==> config.mk <==
export PLATFORM = sky130hd
export DESIGN_NAME = marker_filter
export DESIGN_NICKNAME = d
export VERILOG_FILES = /design/src/rtl/laser_pinball_pkg.sv /design/src/rtl/axis_smoother.sv /design/src/rtl/marker_filter.sv
export SDC_FILE = /design/constraint.sdc
export NUM_CORES = 1
export LEC_CHECK = 0
export CAP_MARGIN = 20
export CORE_MARGIN = 1.5
export CORE_UTILIZATION = 54
export CTS_CLUSTER_DIAMETER = 100
export DETAILED_ROUTE_END_ITERATION = 6
export GPL_ROUTABILITY_DRIVEN = 0
export PLACE_DENSITY = 0.73
export SYNTH_ARGS = -nofsm -noshare
export SYNTH_HDL_FRONTEND = slang
export SYNTH_SLANG_ARGS = --single-unit
==> constraint.sdc <==
create_clock -name clk -period 8.25 [get_ports clk]
set_input_delay 2.475 -clock clk [delete_from_list [all_inputs] [get_ports clk]]
set_output_delay 2.475 -clock clk [all_outputs]
set_load 0.03 [all_outputs]
==> src/rtl/laser_pinball_pkg.sv <==
// Shared types and constants for the laser pinball marker pipeline.
// Contents: coordinate width, NOT_FOUND sentinel default, colour indices,
// marker_filter FSM state encoding and the packed (x,y) coordinate payload.
package laser_pinball_pkg;

  localparam int unsigned COORD_W     = 9;
  localparam int unsigned NUM_COLOURS = 3;

  localparam logic [COORD_W-1:0] NOT_FOUND_DEFAULT = 9'h1FF;

  localparam logic [1:0] COL_RED   = 2'd0;
  localparam logic [1:0] COL_GREEN = 2'd1;
  localparam logic [1:0] COL_BLUE  = 2'd2;

  typedef enum logic [2:0] {
    ST_IDLE,
    ST_PROC_R,
    ST_PROC_G,
    ST_PROC_B,
    ST_OUT
  } state_t;

  typedef struct packed {
    logic [COORD_W-1:0] x;
    logic [COORD_W-1:0] y;
  } coord_t;

endpackage

==> src/rtl/axis_smoother.sv <==
// Per-axis filter arithmetic: signed difference, jump detect, shift-add smoothing.
// Ports:
//   raw_i       raw coordinate for this axis
//   filt_i      current filtered coordinate for this axis
//   jump_c_o    |raw - filt| > JUMP_MAX (combinational)
//   smooth_c_o  filt + ((raw - filt) >>> SHIFT), truncated to COORD_W (combinational)
module axis_smoother
  import laser_pinball_pkg::*;
#(
  parameter int unsigned        SHIFT    = 2,
  parameter logic [COORD_W-1:0] JUMP_MAX = 9'd64
) (
  input  logic [COORD_W-1:0] raw_i,
  input  logic [COORD_W-1:0] filt_i,
  output logic               jump_c_o,
  output logic [COORD_W-1:0] smooth_c_o
);

  localparam int unsigned DW = COORD_W + 1;

  logic signed [DW-1:0] diff;
  logic        [DW-1:0] mag;
  logic signed [DW-1:0] step;

  // Arithmetic shift floors toward minus infinity; result stays in 0..510.
  always_comb begin
    diff       = $signed({1'b0, raw_i}) - $signed({1'b0, filt_i});
    mag        = diff[DW-1] ? $unsigned(-diff) : $unsigned(diff);
    jump_c_o   = (mag > {1'b0, JUMP_MAX});
    step       = diff >>> SHIFT;
    smooth_c_o = COORD_W'($unsigned(step) + {1'b0, filt_i});
  end

endmodule

==> src/rtl/marker_filter.sv <==
// Marker coordinate filter: captures one frame of raw red/green/blue marker
// positions, runs each colour through a shared smoothing datapath (one colour
// per cycle), and publishes filtered positions plus per-colour lost flags.
// Ports:
//   clk, reset            clock, synchronous active-high reset
//   hunt_done             capture strobe; raw coordinates valid same cycle
//   red/green/blue_x/y    raw coordinates (NOT_FOUND = no marker)
//   filt_*_x/y            filtered coordinates
//   filt_valid            one-cycle pulse when filtered outputs update
//   lost                  per-colour lost flag {blue, green, red}
//   busy                  high from capture through the filt_valid cycle
module marker_filter
  import laser_pinball_pkg::*;
#(
  parameter int unsigned        SHIFT       = 2,
  parameter logic [COORD_W-1:0] JUMP_MAX    = 9'd64,
  parameter int unsigned        PERSIST     = 3,
  parameter int unsigned        LOST_FRAMES = 4,
  parameter logic [COORD_W-1:0] NOT_FOUND   = NOT_FOUND_DEFAULT
) (
  input  logic                   clk,
  input  logic                   reset,
  input  logic                   hunt_done,
  input  logic [COORD_W-1:0]     red_x,
  input  logic [COORD_W-1:0]     red_y,
  input  logic [COORD_W-1:0]     green_x,
  input  logic [COORD_W-1:0]     green_y,
  input  logic [COORD_W-1:0]     blue_x,
  input  logic [COORD_W-1:0]     blue_y,
  output logic [COORD_W-1:0]     filt_red_x,
  output logic [COORD_W-1:0]     filt_red_y,
  output logic [COORD_W-1:0]     filt_green_x,
  output logic [COORD_W-1:0]     filt_green_y,
  output logic [COORD_W-1:0]     filt_blue_x,
  output logic [COORD_W-1:0]     filt_blue_y,
  output logic                   filt_valid,
  output logic [NUM_COLOURS-1:0] lost,
  output logic                   busy
);

  localparam int unsigned JW = $clog2(PERSIST + 1);
  localparam int unsigned MW = $clog2(LOST_FRAMES + 1);

  state_t        state_q;
  logic          busy_q;
  logic          valid_q;
  coord_t        raw_q  [NUM_COLOURS];
  coord_t        filt_q [NUM_COLOURS];
  logic          init_q [NUM_COLOURS];
  logic          lost_q [NUM_COLOURS];
  logic [MW-1:0] miss_q [NUM_COLOURS];
  logic [JW-1:0] jump_q [NUM_COLOURS];

  logic [1:0]    col;
  coord_t        cur_raw;
  coord_t        cur_filt;
  coord_t        filt_d;
  logic          init_d;
  logic          lost_d;
  logic [MW-1:0] miss_d;
  logic [JW-1:0] jump_d;
  logic [JW-1:0] jump_inc;
  logic          is_miss;
  logic          jump_x;
  logic          jump_y;
  logic [COORD_W-1:0] smooth_x;
  logic [COORD_W-1:0] smooth_y;

  // Colour served by the shared datapath this cycle.
  always_comb begin
    col = COL_RED;
    case (state_q)
      ST_PROC_G: col = COL_GREEN;
      ST_PROC_B: col = COL_BLUE;
      default:   col = COL_RED;
    endcase
  end

  assign cur_raw  = raw_q[col];
  assign cur_filt = filt_q[col];

  axis_smoother #(.SHIFT(SHIFT), .JUMP_MAX(JUMP_MAX)) u_axis_x (
    .raw_i      (cur_raw.x),
    .filt_i     (cur_filt.x),
    .jump_c_o   (jump_x),
    .smooth_c_o (smooth_x)
  );

  axis_smoother #(.SHIFT(SHIFT), .JUMP_MAX(JUMP_MAX)) u_axis_y (
    .raw_i      (cur_raw.y),
    .filt_i     (cur_filt.y),
    .jump_c_o   (jump_y),
    .smooth_c_o (smooth_y)
  );

  // Next per-colour state for the colour currently being processed.
  always_comb begin
    filt_d   = cur_filt;
    init_d   = init_q[col];
    lost_d   = lost_q[col];
    miss_d   = miss_q[col];
    jump_d   = jump_q[col];
    jump_inc = jump_q[col] + JW'(1);
    is_miss  = (cur_raw.x == NOT_FOUND) || (cur_raw.y == NOT_FOUND);

    if (is_miss) begin
      if (miss_q[col] < MW'(LOST_FRAMES)) miss_d = miss_q[col] + MW'(1);
      if (miss_d == MW'(LOST_FRAMES))     lost_d = 1'b1;
      jump_d = '0;
    end else begin
      miss_d = '0;
      lost_d = 1'b0;
      if (!init_q[col] || lost_q[col]) begin
        // Fresh or reacquired marker: snap to the raw position.
        filt_d = cur_raw;
        init_d = 1'b1;
        jump_d = '0;
      end else if (jump_x || jump_y) begin
        // Large steps are only believed once they persist.
        if (jump_inc == JW'(PERSIST)) begin
          filt_d = cur_raw;
          jump_d = '0;
        end else begin
          jump_d = jump_inc;
        end
      end else begin
        jump_d = '0;
        filt_d = '{x: smooth_x, y: smooth_y};
      end
    end
  end

  // Sequencer, per-colour state arrays and registered outputs.
  always_ff @(posedge clk) begin
    if (reset) begin
      state_q      <= ST_IDLE;
      busy_q       <= 1'b0;
      valid_q      <= 1'b0;
      raw_q        <= '{default: '0};
      filt_q       <= '{default: '0};
      init_q       <= '{default: 1'b0};
      lost_q       <= '{default: 1'b1};
      miss_q       <= '{default: '0};
      jump_q       <= '{default: '0};
      filt_red_x   <= '0;
      filt_red_y   <= '0;
      filt_green_x <= '0;
      filt_green_y <= '0;
      filt_blue_x  <= '0;
      filt_blue_y  <= '0;
      lost         <= '1;
    end else begin
      valid_q <= 1'b0;
      case (state_q)
        ST_IDLE: begin
          // busy is still high during the filt_valid cycle, so a strobe
          // landing there is dropped.
          if (busy_q) begin
            busy_q <= 1'b0;
          end else if (hunt_done) begin
            raw_q[COL_RED]   <= '{x: red_x,   y: red_y};
            raw_q[COL_GREEN] <= '{x: green_x, y: green_y};
            raw_q[COL_BLUE]  <= '{x: blue_x,  y: blue_y};
            busy_q           <= 1'b1;
            state_q          <= ST_PROC_R;
          end
        end
        ST_PROC_R, ST_PROC_G, ST_PROC_B: begin
          filt_q[col] <= filt_d;
          init_q[col] <= init_d;
          lost_q[col] <= lost_d;
          miss_q[col] <= miss_d;
          jump_q[col] <= jump_d;
          case (state_q)
            ST_PROC_R: state_q <= ST_PROC_G;
            ST_PROC_G: state_q <= ST_PROC_B;
            default:   state_q <= ST_OUT;
          endcase
        end
        ST_OUT: begin
          filt_red_x   <= filt_q[COL_RED].x;
          filt_red_y   <= filt_q[COL_RED].y;
          filt_green_x <= filt_q[COL_GREEN].x;
          filt_green_y <= filt_q[COL_GREEN].y;
          filt_blue_x  <= filt_q[COL_BLUE].x;
          filt_blue_y  <= filt_q[COL_BLUE].y;
          lost         <= {lost_q[COL_BLUE], lost_q[COL_GREEN], lost_q[COL_RED]};
          valid_q      <= 1'b1;
          state_q      <= ST_IDLE;
        end
        default: state_q <= ST_IDLE;
      endcase
    end
  end

  assign filt_valid = valid_q;
  assign busy       = busy_q;

endmodule
==> results.json <==
{
  "routedWlPerCell_um": 18.2,
  "detailedRoute.firstIterationViolations": 1056,
  "synth-edff-count": 0,
  "first_pass_detailed_route_iteration_total": 6,
  "path_clk_slew_ns": 0.07,
  "route.antenna.remaining_nets": 0,
  "pwr_density_cell_mw_per_mm2": 258,
  "cap_violations": 0,
  "via_count": 10200,
  "synthesis.area_per_instance_sq_um": 7.73,
  "worst_reg2reg_path_endpoint": "filt_q[48]",
  "fp.dieArea_sq_mm": 0.0205,
  "synth_top_flop_cell": "sky130_fd_sc_hd__dfxtp_1",
  "syn_to_final_growth_pct": 17.7,
  "cp-start-kind": "flip-flop",
  "cts-resized-gates": 0,
  "synth_fp_nets": 1460,
  "most_common_cell_after_layout_fill_and_taps_aside": "sky130_fd_sc_hd__nand2_1",
  "final_hold_viol_count": 0,
  "clock_latency_ns": 0.45,
  "design_power_total_mw": 3.22,
  "critPathMaxFanout": 40,
  "synth-seq-area-share": 0.361,
  "place.detailed.hpwl_mm": 22.4,
  "reg2regPathDepth": 17,
  "path_common_cell": "sky130_fd_sc_hd__inv_1",
  "cp_cell_sequence": "nand2b_2, nor2_1, a21oi_1, inv_1, ha_1, inv_1, a31o_2, or2_2, a2111oi_0, nor3b_1, nor4_2, or4b_1, a211o_1, nand4bb_4, nor2_2, o311ai_0, a311oi_1",
  "endpoint_kind": "flip-flop",
  "hold_ws_ns": 0.452,
  "floorplan.rows": 51,
  "result_of_the_run": "complete, no violations",
  "synthArstFlopShare": 0,
  "cts_tree": "yes",
  "timing.hold.worst.class": "reg -> reg",
  "max_freq_ghz": 0.151,
  "finalSetupViolations": 0,
  "synth-warning-count": 0,
  "cp_num_cells": 17,
  "synth_seq_cells": 191,
  "p_leak_nw": 4.56,
  "worstSetupStartpoint": "state_q[2]",
  "antenna_cells_inserted": 0,
  "synth_area_leaders": "sky130_fd_sc_hd__dfxtp_1, sky130_fd_sc_hd__nand2_1, sky130_fd_sc_hd__a21oi_1, sky130_fd_sc_hd__mux2i_1, sky130_fd_sc_hd__ha_1",
  "grt.total_usage": 0.306,
  "first_global_vias": 9358,
  "finalSetupTns_ns": 0,
  "tritoncts_sink_count": 191,
  "cts.htree.levels": 4,
  "clockRootBuffer": "sky130_fd_sc_hd__clkbuf_16",
  "worst_pin_slew_ns": 0.922,
  "critical_path.endpoint": "filt_q[48]",
  "cp_slowest_cell": "sky130_fd_sc_hd__nor2_2",
  "vdd.ir_drop.worst_mv": 0.157,
  "ctsLongestPathBuffers": 2,
  "synthDistinctLibCells": 75,
  "grt_setup_unrepaired": "no",
  "finalMaxSlewViolations": 0,
  "fraction_of_synthesized_cell_area_taken_by_the_top_area_cell_type": 0.361,
  "timing.slew.headroom": 0.385,
  "final_critical_path_setup_slack_ns": 1.64,
  "port-buffer-count": 115,
  "max_stage_delay_ns": 0.73,
  "viasPerCell": 5.99,
  "worst_ep_required_time_ns": 8.59,
  "synth_top_area_cell": "sky130_fd_sc_hd__dfxtp_1",
  "final.setup_skew_ns": 0.0169,
  "global_route.overflow_total": 0,
  "largest_net_degree_at_the_start_of_global_routing": 126,
  "fp.dieH_um": 143,
  "route.final.wire_length_mm": 31.0,
  "synthesis.area_sq_mm": 0.0106,
  "worstSetupPathType": "reg -> reg",
  "r2r_setup_slack_ns": 1.64,
  "min_period_over_period": 0.801,
  "rr_startpoint": "state_q[2]",
  "commonest_cells_after_routing_fill_and_taps_aside": "sky130_fd_sc_hd__nand2_1, sky130_fd_sc_hd__dfxtp_1, sky130_fd_sc_hd__a21oi_1",
  "grt_pass1_wl_mm": 49.0,
  "tritoncts.num_buffers": 17,
  "pre_cts_ws_ns": 1.73,
  "synthesized_netlist_cell_count": 1370,
  "crit_buf_inv": 2,
  "crit_family": "simple AND/OR/NAND/NOR gates",
  "placeableCoreArea_sq_mm": 0.0193,
  "cp_data_arrival_time_ns": 6.95,
  "detail_route.drc_violations": 0,
  "die_width_um": 143,
  "final_net_count": 1518,
  "grt_antenna_before_repair": 1,
  "final_period_minus_worst_setup_slack_ns": 6.61,
  "cts_hold_buf": 0,
  "floorplan.initialDensity": 0.548,
  "cts_setup_buffers": 0,
  "drive_above_1_share": 0.0638,
  "io_pins": 116
}
-- flip-flops by register name, summed over array words and instances, names as in the netlist --
register	cells
filt_blue_x	9
init_q	3
miss_q	9
filt_blue_y	9
lost_q	3
state_q	3
filt_red_x	9
lost	3
filt_q	54
filt_green_y	9
raw_q	54
filt_valid	1
filt_red_y	9
busy	1
filt_green_x	9
jump_q	6
-- cells by family (layout without fill, tap and decap cells) --
family	count (synthesis)	after routing	share of synthesized area
and+or+nand+nor	538	538	0.226
muxes	67	67	0.0667
xor gates and xnor gates	39	39	0.0322
adders and majority gates	36	36	0.0419
AOI/OAI and AO/OA	362	362	0.221
buffers and inverters	137	208	0.0515
DFF	191	191	0.361
-- synth_stat cells (12+ instances only) --
cell,n
sky130_fd_sc_hd__nor3_1,19
sky130_fd_sc_hd__a311oi_1,40
sky130_fd_sc_hd__a211oi_1,13
sky130_fd_sc_hd__dfxtp_1,191
sky130_fd_sc_hd__nand3b_1,14
sky130_fd_sc_hd__nand2_1,303
sky130_fd_sc_hd__xor2_1,12
sky130_fd_sc_hd__a31oi_1,24
sky130_fd_sc_hd__mux2i_1,50
sky130_fd_sc_hd__nand2b_1,14
sky130_fd_sc_hd__a21oi_1,154
sky130_fd_sc_hd__nor2_1,103
sky130_fd_sc_hd__xnor2_1,27
sky130_fd_sc_hd__clkbuf_1,74
sky130_fd_sc_hd__mux2_2,12
sky130_fd_sc_hd__inv_1,39
sky130_fd_sc_hd__o21ai_0,36
sky130_fd_sc_hd__nand3_1,12
sky130_fd_sc_hd__ha_1,33
-- worst min path at each step --
stage / startpoint / end / slack (ns) / depth (start not counted)
after floorplan: raw_q[1] / raw_q[1] / 0.43 / 2
after global placement: raw_q[26] / raw_q[26] / 0.44 / 2
after detailed placement: filt_red_x[4] / filt_red_x[4] / 0.45 / 2
after CTS: filt_red_y[8] / filt_red_y[8] / 0.45 / 2
after global routing: raw_q[6] / raw_q[6] / 0.47 / 2
final: filt_green_x[3] / filt_green_x[3] / 0.45 / 2
-- power by group --
group	switching [mW]	total (mW)	internal [mW]
sequential	0.0672	1.05	0.982
combinational	0.795	1.32	0.524
clock	0.391	0.855	0.464
total	1.25	3.22	1.97
-- worst register-to-register path, cell delays in order, from the launching register on --
cell and delay [ns]:
sky130_fd_sc_hd__dfxtp_1 0.53, sky130_fd_sc_hd__nand2b_2 0.67, sky130_fd_sc_hd__nor2_1 0.14, sky130_fd_sc_hd__a21oi_1 0.42
sky130_fd_sc_hd__inv_1 0.09, sky130_fd_sc_hd__ha_1 0.36, sky130_fd_sc_hd__inv_1 0.11, sky130_fd_sc_hd__a31o_2 0.23
sky130_fd_sc_hd__or2_2 0.29, sky130_fd_sc_hd__a2111oi_0 0.38, sky130_fd_sc_hd__nor3b_1 0.22, sky130_fd_sc_hd__nor4_2 0.42
sky130_fd_sc_hd__or4b_1 0.47, sky130_fd_sc_hd__a211o_1 0.30, sky130_fd_sc_hd__nand4bb_4 0.48, sky130_fd_sc_hd__nor2_2 0.75
sky130_fd_sc_hd__o311ai_0 0.34, sky130_fd_sc_hd__a311oi_1 0.31
-- cell type report --
type,count,area [sq um]
fill,1765,6860
multi-input combinational,1042,6270
sequential,191,3830
timing repair buffer,134,1290
clock buffer,20,447
tap,265,332
inverter,42,158
clock inverter,12,150
-- through the flow --
stage	cells	cell area [sq um]	util
floorplan	1370	10600	-
global placement	1674	11900	0.614
detailed placement	1674	11900	0.614
CTS	1706	12500	0.645
global route	1706	12500	0.645
finish	1706	12500	0.645
-- layer usage --
layer,global-route usage,wire (um)
met5,0,0
met3,0.0533,2440
met4,0.153,1310
met1,0.411,13600
met2,0.471,13600
Note: power is estimated with default switching activity, not from simulation.
